File: src/rtl/ram_port_arbiter.sv
// Round-robin arbiter sharing one single-port RAM between requesters A and B.
// Issues one access per cycle and returns registered read data with a valid strobe.
module ram_port_arbiter #(
  parameter int ADDR_W = 10,
  parameter int DATA_W = 32
) (
  input  logic              clk,
  input  logic              rst_n,
  input  logic              a_req,
  input  logic              a_we,
  input  logic [ADDR_W-1:0] a_addr,
  input  logic [DATA_W-1:0] a_wdata,
  output logic              a_gnt,
  output logic              a_rvalid,
  output logic [DATA_W-1:0] a_rdata,
  input  logic              b_req,
  input  logic              b_we,
  input  logic [ADDR_W-1:0] b_addr,
  input  logic [DATA_W-1:0] b_wdata,
  output logic              b_gnt,
  output logic              b_rvalid,
  output logic [DATA_W-1:0] b_rdata,
  output logic              ram_we,
  output logic [ADDR_W-1:0] ram_addr,
  output logic [DATA_W-1:0] ram_din,
  input  logic [DATA_W-1:0] ram_dout
);

  logic last_b;

  // Grants are gated by rst_n so nothing reaches the RAM while in reset
  always_comb begin
    a_gnt = 1'b0;
    b_gnt = 1'b0;
    if (rst_n) begin
      if (a_req && (!b_req || last_b)) begin
        a_gnt = 1'b1;
      end else if (b_req) begin
        b_gnt = 1'b1;
      end
    end
  end

  always_comb begin
    ram_we   = 1'b0;
    ram_addr = a_addr;
    ram_din  = a_wdata;
    if (a_gnt) begin
      ram_we = a_we;
    end else if (b_gnt) begin
      ram_we   = b_we;
      ram_addr = b_addr;
      ram_din  = b_wdata;
    end
  end

  always_ff @(posedge clk or negedge rst_n) begin
    if (!rst_n) begin
      last_b   <= 1'b1;
      a_rvalid <= 1'b0;
      b_rvalid <= 1'b0;
      a_rdata  <= '0;
      b_rdata  <= '0;
    end else begin
      if (a_gnt) begin
        last_b <= 1'b0;
      end else if (b_gnt) begin
        last_b <= 1'b1;
      end
      a_rvalid <= a_gnt && !a_we;
      b_rvalid <= b_gnt && !b_we;
      if (a_gnt && !a_we) begin
        a_rdata <= ram_dout;
      end
      if (b_gnt && !b_we) begin
        b_rdata <= ram_dout;
      end
    end
  end

endmodule

File: config.mk
export PLATFORM = sky130hd
export DESIGN_NAME = ram_port_arbiter
export DESIGN_NICKNAME = d
export VERILOG_FILES = /design/src/rtl/ram_port_arbiter.sv
export SDC_FILE = /design/constraint.sdc
export NUM_CORES = 1
export LEC_CHECK = 0
export CORE_AREA = 2 2 96 135
export CTS_CLUSTER_DIAMETER = 40
export DETAILED_ROUTE_END_ITERATION = 10
export DIE_AREA = 0 0 98 137
export GPL_TIMING_DRIVEN = 0
export SETUP_SLACK_MARGIN = 0.05
export SYNTH_ARGS = -nofsm -noshare
export SYNTH_HDL_FRONTEND = slang
export SYNTH_SLANG_ARGS = --single-unit
File: constraint.sdc
create_clock -name clk -period 1.9 [get_ports clk]
set_clock_uncertainty 0.1 [all_clocks]
set_input_delay 0.38 -clock clk [delete_from_list [all_inputs] [get_ports clk]]
set_output_delay 0.38 -clock clk [all_outputs]
set_load 0.01 [all_outputs]
==> impl_results.md, run 1 <==
* Via count at 2736
* Gr ovfl total at 0
* Top Layer Used: met5
* Maxcap violations at 0
* Worst-case clock buffer depth at 2
* CP required at 1.42 ns
* Number of global-route vias before repair at 3045
* DP Wirelength at 9190 um
* Cell row count at 48
* DR WL met2 at 5760 um
* CP max stage delay at 0.53 ns
* Antenna-violating nets left at 0
* Peak supply drop at 0.645 mV
* Crit path max-delay family: flip-flops
* Vias per cell at 4.46
* Failing checks: negative hold slack, negative setup slack
* M1 wire length at 5060 um
* # fillers at 1047
* Die width at 98 um
* Fin. Hold Viols at 66
* Synth cell types at 14
* Num CTS Buffers at 9
* Global-route wire length before repair at 17900 um
* Worst min path class: in -> async
* Critical path's slowest cell: dfstp_2
* Initial antenna violation count at 1
* Setup WS pre-CTS at -1.38 ns
* Fmax achieved at 434 MHz
* Die area at 13400 um2
* Post-synthesis sequential area ratio at 55.8%
* Pwr Total at 5.82 mW
* Final wirelength at 12600 um
* Ant diodes at 0
* Status: complete, but fails checks
* DRC viols at 0
* # H-tree levels at 3
* Seq. cell area at 1680 um2
* Critical Path Source Type: flip-flop
* Core box area at 12200 um2
* IO Pins at 233
* Final nets at 581
* Hold WS at -0.150 ns
* Clk_lat worst skew at 0.33 ns
* Largest net degree at the start of global routing at 71
* Post-Synthesis Cells at 195
* Final min period at 2.30 ns
* Final Cycle Share at 121%
* Initial DRC count at 39
* Share of layout cells above drive strength 1 at 44.4%
* Final setup margin at -0.404 ns
* Fin cells at 614
* Area growth syn-to-layout at 115%
* CTS tree: built
* Clock transition at path regs at 0.06 ns
* Avg Inst Size Synth at 15.4 um2
* Pwr dens at 900 nW/um2
* CTS root buffer: clkbuf_16
* Unrepaired setup endpoints after global routing: true
* Flops & latches, synth at 67
* GRT Total Usage at 18.0%
* Final setup violation count at 46
* Critical Path Most Common Cell: buf_6
* Final Max Slew Viols at 0
* # clock sinks at 67
* WP data arrival at 1.82 ns
* Syn Nets at 317
* Max-slew headroom at 64.4%
* Critical path cell sequence: nand2_2, nand3_4, buf_6, clkbuf_16, mux2_4, buf_6
* Starting Density at 24.7%
* WL/cell at 20.6 um
* Critical Path Fanout Max at 6
* Syn Std Cell Area at 3010 um2
* Die height at 137 um
* IO Port Bufs at 232
* GP Congestion at 0.756
* Buf/Inv on CP at 3
* P_leak at 2.85 nW
* Critical Path Sink Type: primary output
* Worst Max-Slew Pin Slew at 0.532 ns
* Dpl cells at 577
* Multi-input gate area at 1460 um2
* Syn. warnings at 0
* DR WL met3 at 1660 um
* Worst Setup Path Type: reg -> out
* DRT Pass-1 Iters at 4
worst paths after layout:
| kind | startpoint | to | slack, ns | depth (start not counted) |
|---|---|---|---|---|
| max in group asynchronous | rst_n | last_b$_DFFE_PN1P_ | 1.54 | 1 |
| min in group clk | b_rdata[12]$_DFFE_PN0P_ | b_rdata[12]$_DFFE_PN0P_ | 0.40 | 1 |
| setup / recovery | last_b$_DFFE_PN1P_ | ram_din[4] | -0.40 | 6 |
| hold reg to reg | b_rdata[12]$_DFFE_PN0P_ | b_rdata[12]$_DFFE_PN0P_ | 0.40 | 1 |
| setup reg to reg | last_b$_DFFE_PN1P_ | a_rdata[22]$_DFFE_PN0P_ | 0.07 | 6 |
| hold / removal | rst_n | a_rdata[0]$_DFFE_PN0P_ | -0.15 | 1 |
kinds of logic after synthesis:
logic type	Yosys count	synth area share, %
muxes	106	39.7
buffers and inverters	12	2.41
DFF	67	55.8
AOI/OAI and AO/OA	4	1.04
and+or+nand+nor	6	1.08
routing by layer:
metal  GRT usage [%]  vias to the layer above
li1                -                     1237
met1            21.5                     1315
met2            28.2                      170
met3            9.19                       12
met4            6.25                        2
met5               0                        -
cell usage after synthesis:
library cell,number,area (um2)
nor3b_2,1,12.5
o21ai_0,1,5.00
inv_1,2,7.51
nand2_1,4,15.0
a21oi_1,1,5.00
a211oi_2,1,12.5
buf_4,6,45.0
buf_2,4,20.0
mux2_2,104,1170
dfrtp_1,66,1650
a22o_1,1,8.76
dfstp_2,1,26.3
mux2_1,2,22.5
nand3_1,1,5.00
what timing repair did:
| action | 4_1_cts | 5_1_grt |
|---|---|---|
| hold endpoints to repair | 66 | 66 |
| resized for setup | 278 | 59 |
| pin swaps | 3 | 3 |
| cloned | 1 | 5 |
| endpoints found under the setup margin | 111 | 85 |
| buffers inserted | 16 | 2 |
cells in the final DEF (no fill, tap or decap):
cell type | netlist | final
clkdlybuf4s50_1 | 0 | 184
dfrtp_1 | 66 | 66
mux2_2 | 104 | 59
buf_6 | 0 | 51
mux2_4 | 0 | 46
clkbuf_16 | 0 | 14
buf_12 | 0 | 8
buf_4 | 6 | 8
nand2_1 | 4 | 3
buf_8 | 0 | 3
clkinvlp_4 | 0 | 3
inv_6 | 0 | 2
dlygate4sd2_1 | 0 | 2
inv_2 | 0 | 1
a21oi_2 | 0 | 1
nand2_2 | 0 | 1
nand3_4 | 0 | 1
inv_4 | 0 | 1
a211oi_4 | 0 | 1
nor3b_2 | 1 | 1
a22o_1 | 1 | 1
mux2_1 | 2 | 1
o21ai_0 | 1 | 1
clkinv_2 | 0 | 1
bufinv_16 | 0 | 1
dfstp_2 | 1 | 1
buf_2 | 4 | 1
clkbuf_2 | 0 | 1
flip-flops by register name (all words and copies together), names as in the netlist:
| signal | count |
|---|---|
| a_rdata | 32 |
| a_rvalid | 1 |
| b_rdata | 32 |
| b_rvalid | 1 |
| last_b | 1 |
stage by stage:
stage	cell area (um2)	utilization [%]	TNS [ns]
after floorplan	3010	-	0
after global placement	5520	45.3	-497.75
after detailed placement	5520	45.2	-115.78
after CTS	6190	50.8	-18.08
after global routing	6470	53.0	-21.44
final	6470	53.0	-14.94
power breakdown:
group / internal (mW) / total (mW) / switching [mW]
clock: 1.02 / 1.67 / 0.645
sequential: 1.78 / 1.97 / 0.186
combinational: 1.43 / 2.18 / 0.748
total: 4.24 / 5.82 / 1.58
final cells by class:
class / instances / share of cell area [%]
flip-flops and latches: 67 / 25.9
clock inverters: 7 / 1.16
inverters: 2 / 0.155
clock buffers: 9 / 3.48
repair buffers: 253 / 41.5
well taps: 150 / 2.90
plain buffers: 10 / 2.36
multi-input cells: 116 / 22.5
Power figures use the tool's default switching activity.
==> run 2, diff against run 1 <==
RECOVER_POWER = 25   (was default)
TNS_END_PERCENT = 30   (was default)
==> impl_results.md, run 2 (synthesized netlist as in run 1, its figures left out) <==
* # clock sinks at 67 (unchanged)
* GP Congestion at 0.756 (unchanged)
* Core box area at 12200 um2 (unchanged)
* Final nets at 575 (-1.0%)
* Final setup margin at -0.401 ns (+0.00308 ns)
* Clock transition at path regs at 0.06 ns (about the same)
* Hold WS at -0.151 ns (-0.000849 ns)
* Pwr Total at 5.87 mW (+0.85%)
* # fillers at 1062 (+1.4%)
* Switching Share at 27.1% (-0.069 points)
* CTS tree: built
* Grt met1 use at 22.0% (+0.51 points)
* Max-slew headroom at 63.9% (-0.50 points)
* Setup WS pre-CTS at -1.38 ns (unchanged)
* Final min period at 2.30 ns (-0.00308 ns)
* Final Max Slew Viols at 0 (unchanged)
* Critical Path Source Type: flip-flop
* Status: complete, but fails checks
* Comb power frac at 37.9% (+0.4 points)
* IO Port Bufs at 232 (unchanged)
* Dpl cells at 577 (unchanged)
* Area after DPL at 5520 um2 (unchanged)
* Fmax achieved at 435 MHz (+0.13%)
* Worst Max-Slew Pin Slew at 0.539 ns (+0.00741 ns)
* Net load switching power at 1.59 mW (+0.59%)
* Critical Path Fanout Max at 6 (unchanged)
* Cell row count at 48 (unchanged)
* Vias per cell at 4.47 (+0.29%)
* Initial antenna violation count at 1 (unchanged)
* Via count at 2717 (-0.69%)
* Die height at 137 um (unchanged)
* Peak supply drop at 0.657 mV (+1.9%)
* Final Cycle Share at 121% (-0.16 points)
* WP data arrival at 1.82 ns (about the same)
* Final wirelength at 12700 um (+0.24%)
* Sequential share of power at 33.7% (-0.2 points)
* GR Util met3 at 8.99% (-0.20 points)
* Worst min path class: in -> async
* Die area at 13400 um2 (unchanged)
* Failing checks: negative hold slack, negative setup slack
* Gr ovfl total at 0 (unchanged)
* Antenna-violating nets left at 0 (unchanged)
* CTS root buffer: clkbuf_16
* CP required at 1.42 ns (about the same)
* Share of layout cells above drive strength 1 at 43.2% (-1.2 points)
* Cell Int Power at 4.28 mW (+0.94%)
* Util after Layout at 52.3% (-0.72 points)
* Post-route cell area at 6380 um2 (-1.4%)
* Fin cells at 608 (-0.98%)
* Worst-case clock buffer depth at 2 (unchanged)
* Power share of the clock group at 28.5% (about the same)
* DRT Pass-1 Iters at 4 (unchanged)
* GRT Total Usage at 18.3% (+0.24 points)
* Global-route wire length before repair at 18200 um (+1.5%)
* Maxcap violations at 0 (unchanged)
* DP Wirelength at 9190 um (unchanged)
* Critical Path Sink Type: primary output
* # H-tree levels at 3 (unchanged)
* P_leak at 2.85 nW (about the same)
* Clk_lat worst skew at 0.33 ns (about the same)
* Starting Density at 24.7% (unchanged)
* Top Usage Layer GRT: met2
* Area growth syn-to-layout at 112%
* Fin. Hold Viols at 66 (unchanged)
* Multi-input gate area at 1540 um2 (+5.4%)
* Worst Setup Path Type: reg -> out
* Pwr dens at 920 nW/um2 (+2.2%)
* Final setup violation count at 74 (+61%)
* Number of global-route vias before repair at 3056 (+0.36%)
* Initial DRC count at 41 (+5.1%)
* Most common cell after layout, fill and taps aside: clkdlybuf4s50_1
* GR met2 Demand/Resource at 28.5% (+0.38 points)
* Unrepaired setup endpoints after global routing: true
* Seq. cell area at 1680 um2 (unchanged)
* DRC viols at 0 (unchanged)
* Ant diodes at 0 (unchanged)
* Biggest regs: a_rdata: 32 flops, b_rdata: 32 flops
* Largest net degree at the start of global routing at 71 (unchanged)
* Num CTS Buffers at 9 (unchanged)
* Most frequent cells in the layout: clkdlybuf4s50_1, mux2_4, dfrtp_1, buf_6, mux2_2
* IO Pins at 233 (unchanged)
* Setup TNS at -16.00 ns (-1.06 ns)
* Die width at 98 um (unchanged)
* WL/cell at 20.8 um (+1.2%)
## run 2: worst max-delay path, stage by stage, from the launching register on
cell and delay [ns]:
dfstp_2 0.54, nand2_2 0.06, nand3_4 0.15, buf_6 0.14
clkbuf_16 0.14, mux2_4 0.33, buf_6 0.13
## run 2: area by class of cell
cell class | instances | share of cell area (%)
Clock inverter | 7 | 1.18
Clock buffer | 9 | 3.53
Sequential cell | 67 | 26.3
Buffer | 10 | 1.98
Inverter | 2 | 0.118
Multi-Input combinational cell | 116 | 24.1
Tap cell | 150 | 2.94
Timing Repair Buffer | 247 | 39.9
## run 2: path summary, 6_finish.rpt
path | startpoint | to | slack [ns] | depth (start not counted)
hold / removal | rst_n | a_rdata[29]$_DFFE_PN0P_ | -0.15 | 1
min in group clk | b_rdata[12]$_DFFE_PN0P_ | b_rdata[12]$_DFFE_PN0P_ | 0.41 | 1
setup reg to reg | last_b$_DFFE_PN1P_ | a_rdata[21]$_DFFE_PN0P_ | -0.08 | 5
setup / recovery | last_b$_DFFE_PN1P_ | ram_din[4] | -0.40 | 6
hold reg to reg | b_rdata[12]$_DFFE_PN0P_ | b_rdata[12]$_DFFE_PN0P_ | 0.41 | 1
max in group asynchronous | rst_n | last_b$_DFFE_PN1P_ | 1.53 | 1
## run 2: power by group through the flow
stage          Clock [mW]  Sequential [mW]  Combinational [mW]
6_report             1.67             1.98                2.22
5_1_grt              1.77             2.02                2.35
4_1_cts              1.72             1.98                2.16
3_5_place_dp            0             1.99                1.97
3_3_place_gp            0             1.97                1.96
2_1_floorplan           0             2.14               0.509
## run 2: layer usage
metal,up-vias,routed length (um)
met5,-,12
met4,2,124
met3,11,1620
met2,169,5760
met1,1314,5130
li1,1221,-
## run 2: repair_timing
| item | CTS | global route |
|---|---|---|
| pin swaps | 1 | 1 |
| setup endpoints to repair | 111 | 103 |
| buffers inserted | 11 | 3 |
| cloned | 1 | 2 |
| gates resized for setup | 287 | 48 |
| hold endpoints to repair | 66 | 66 |
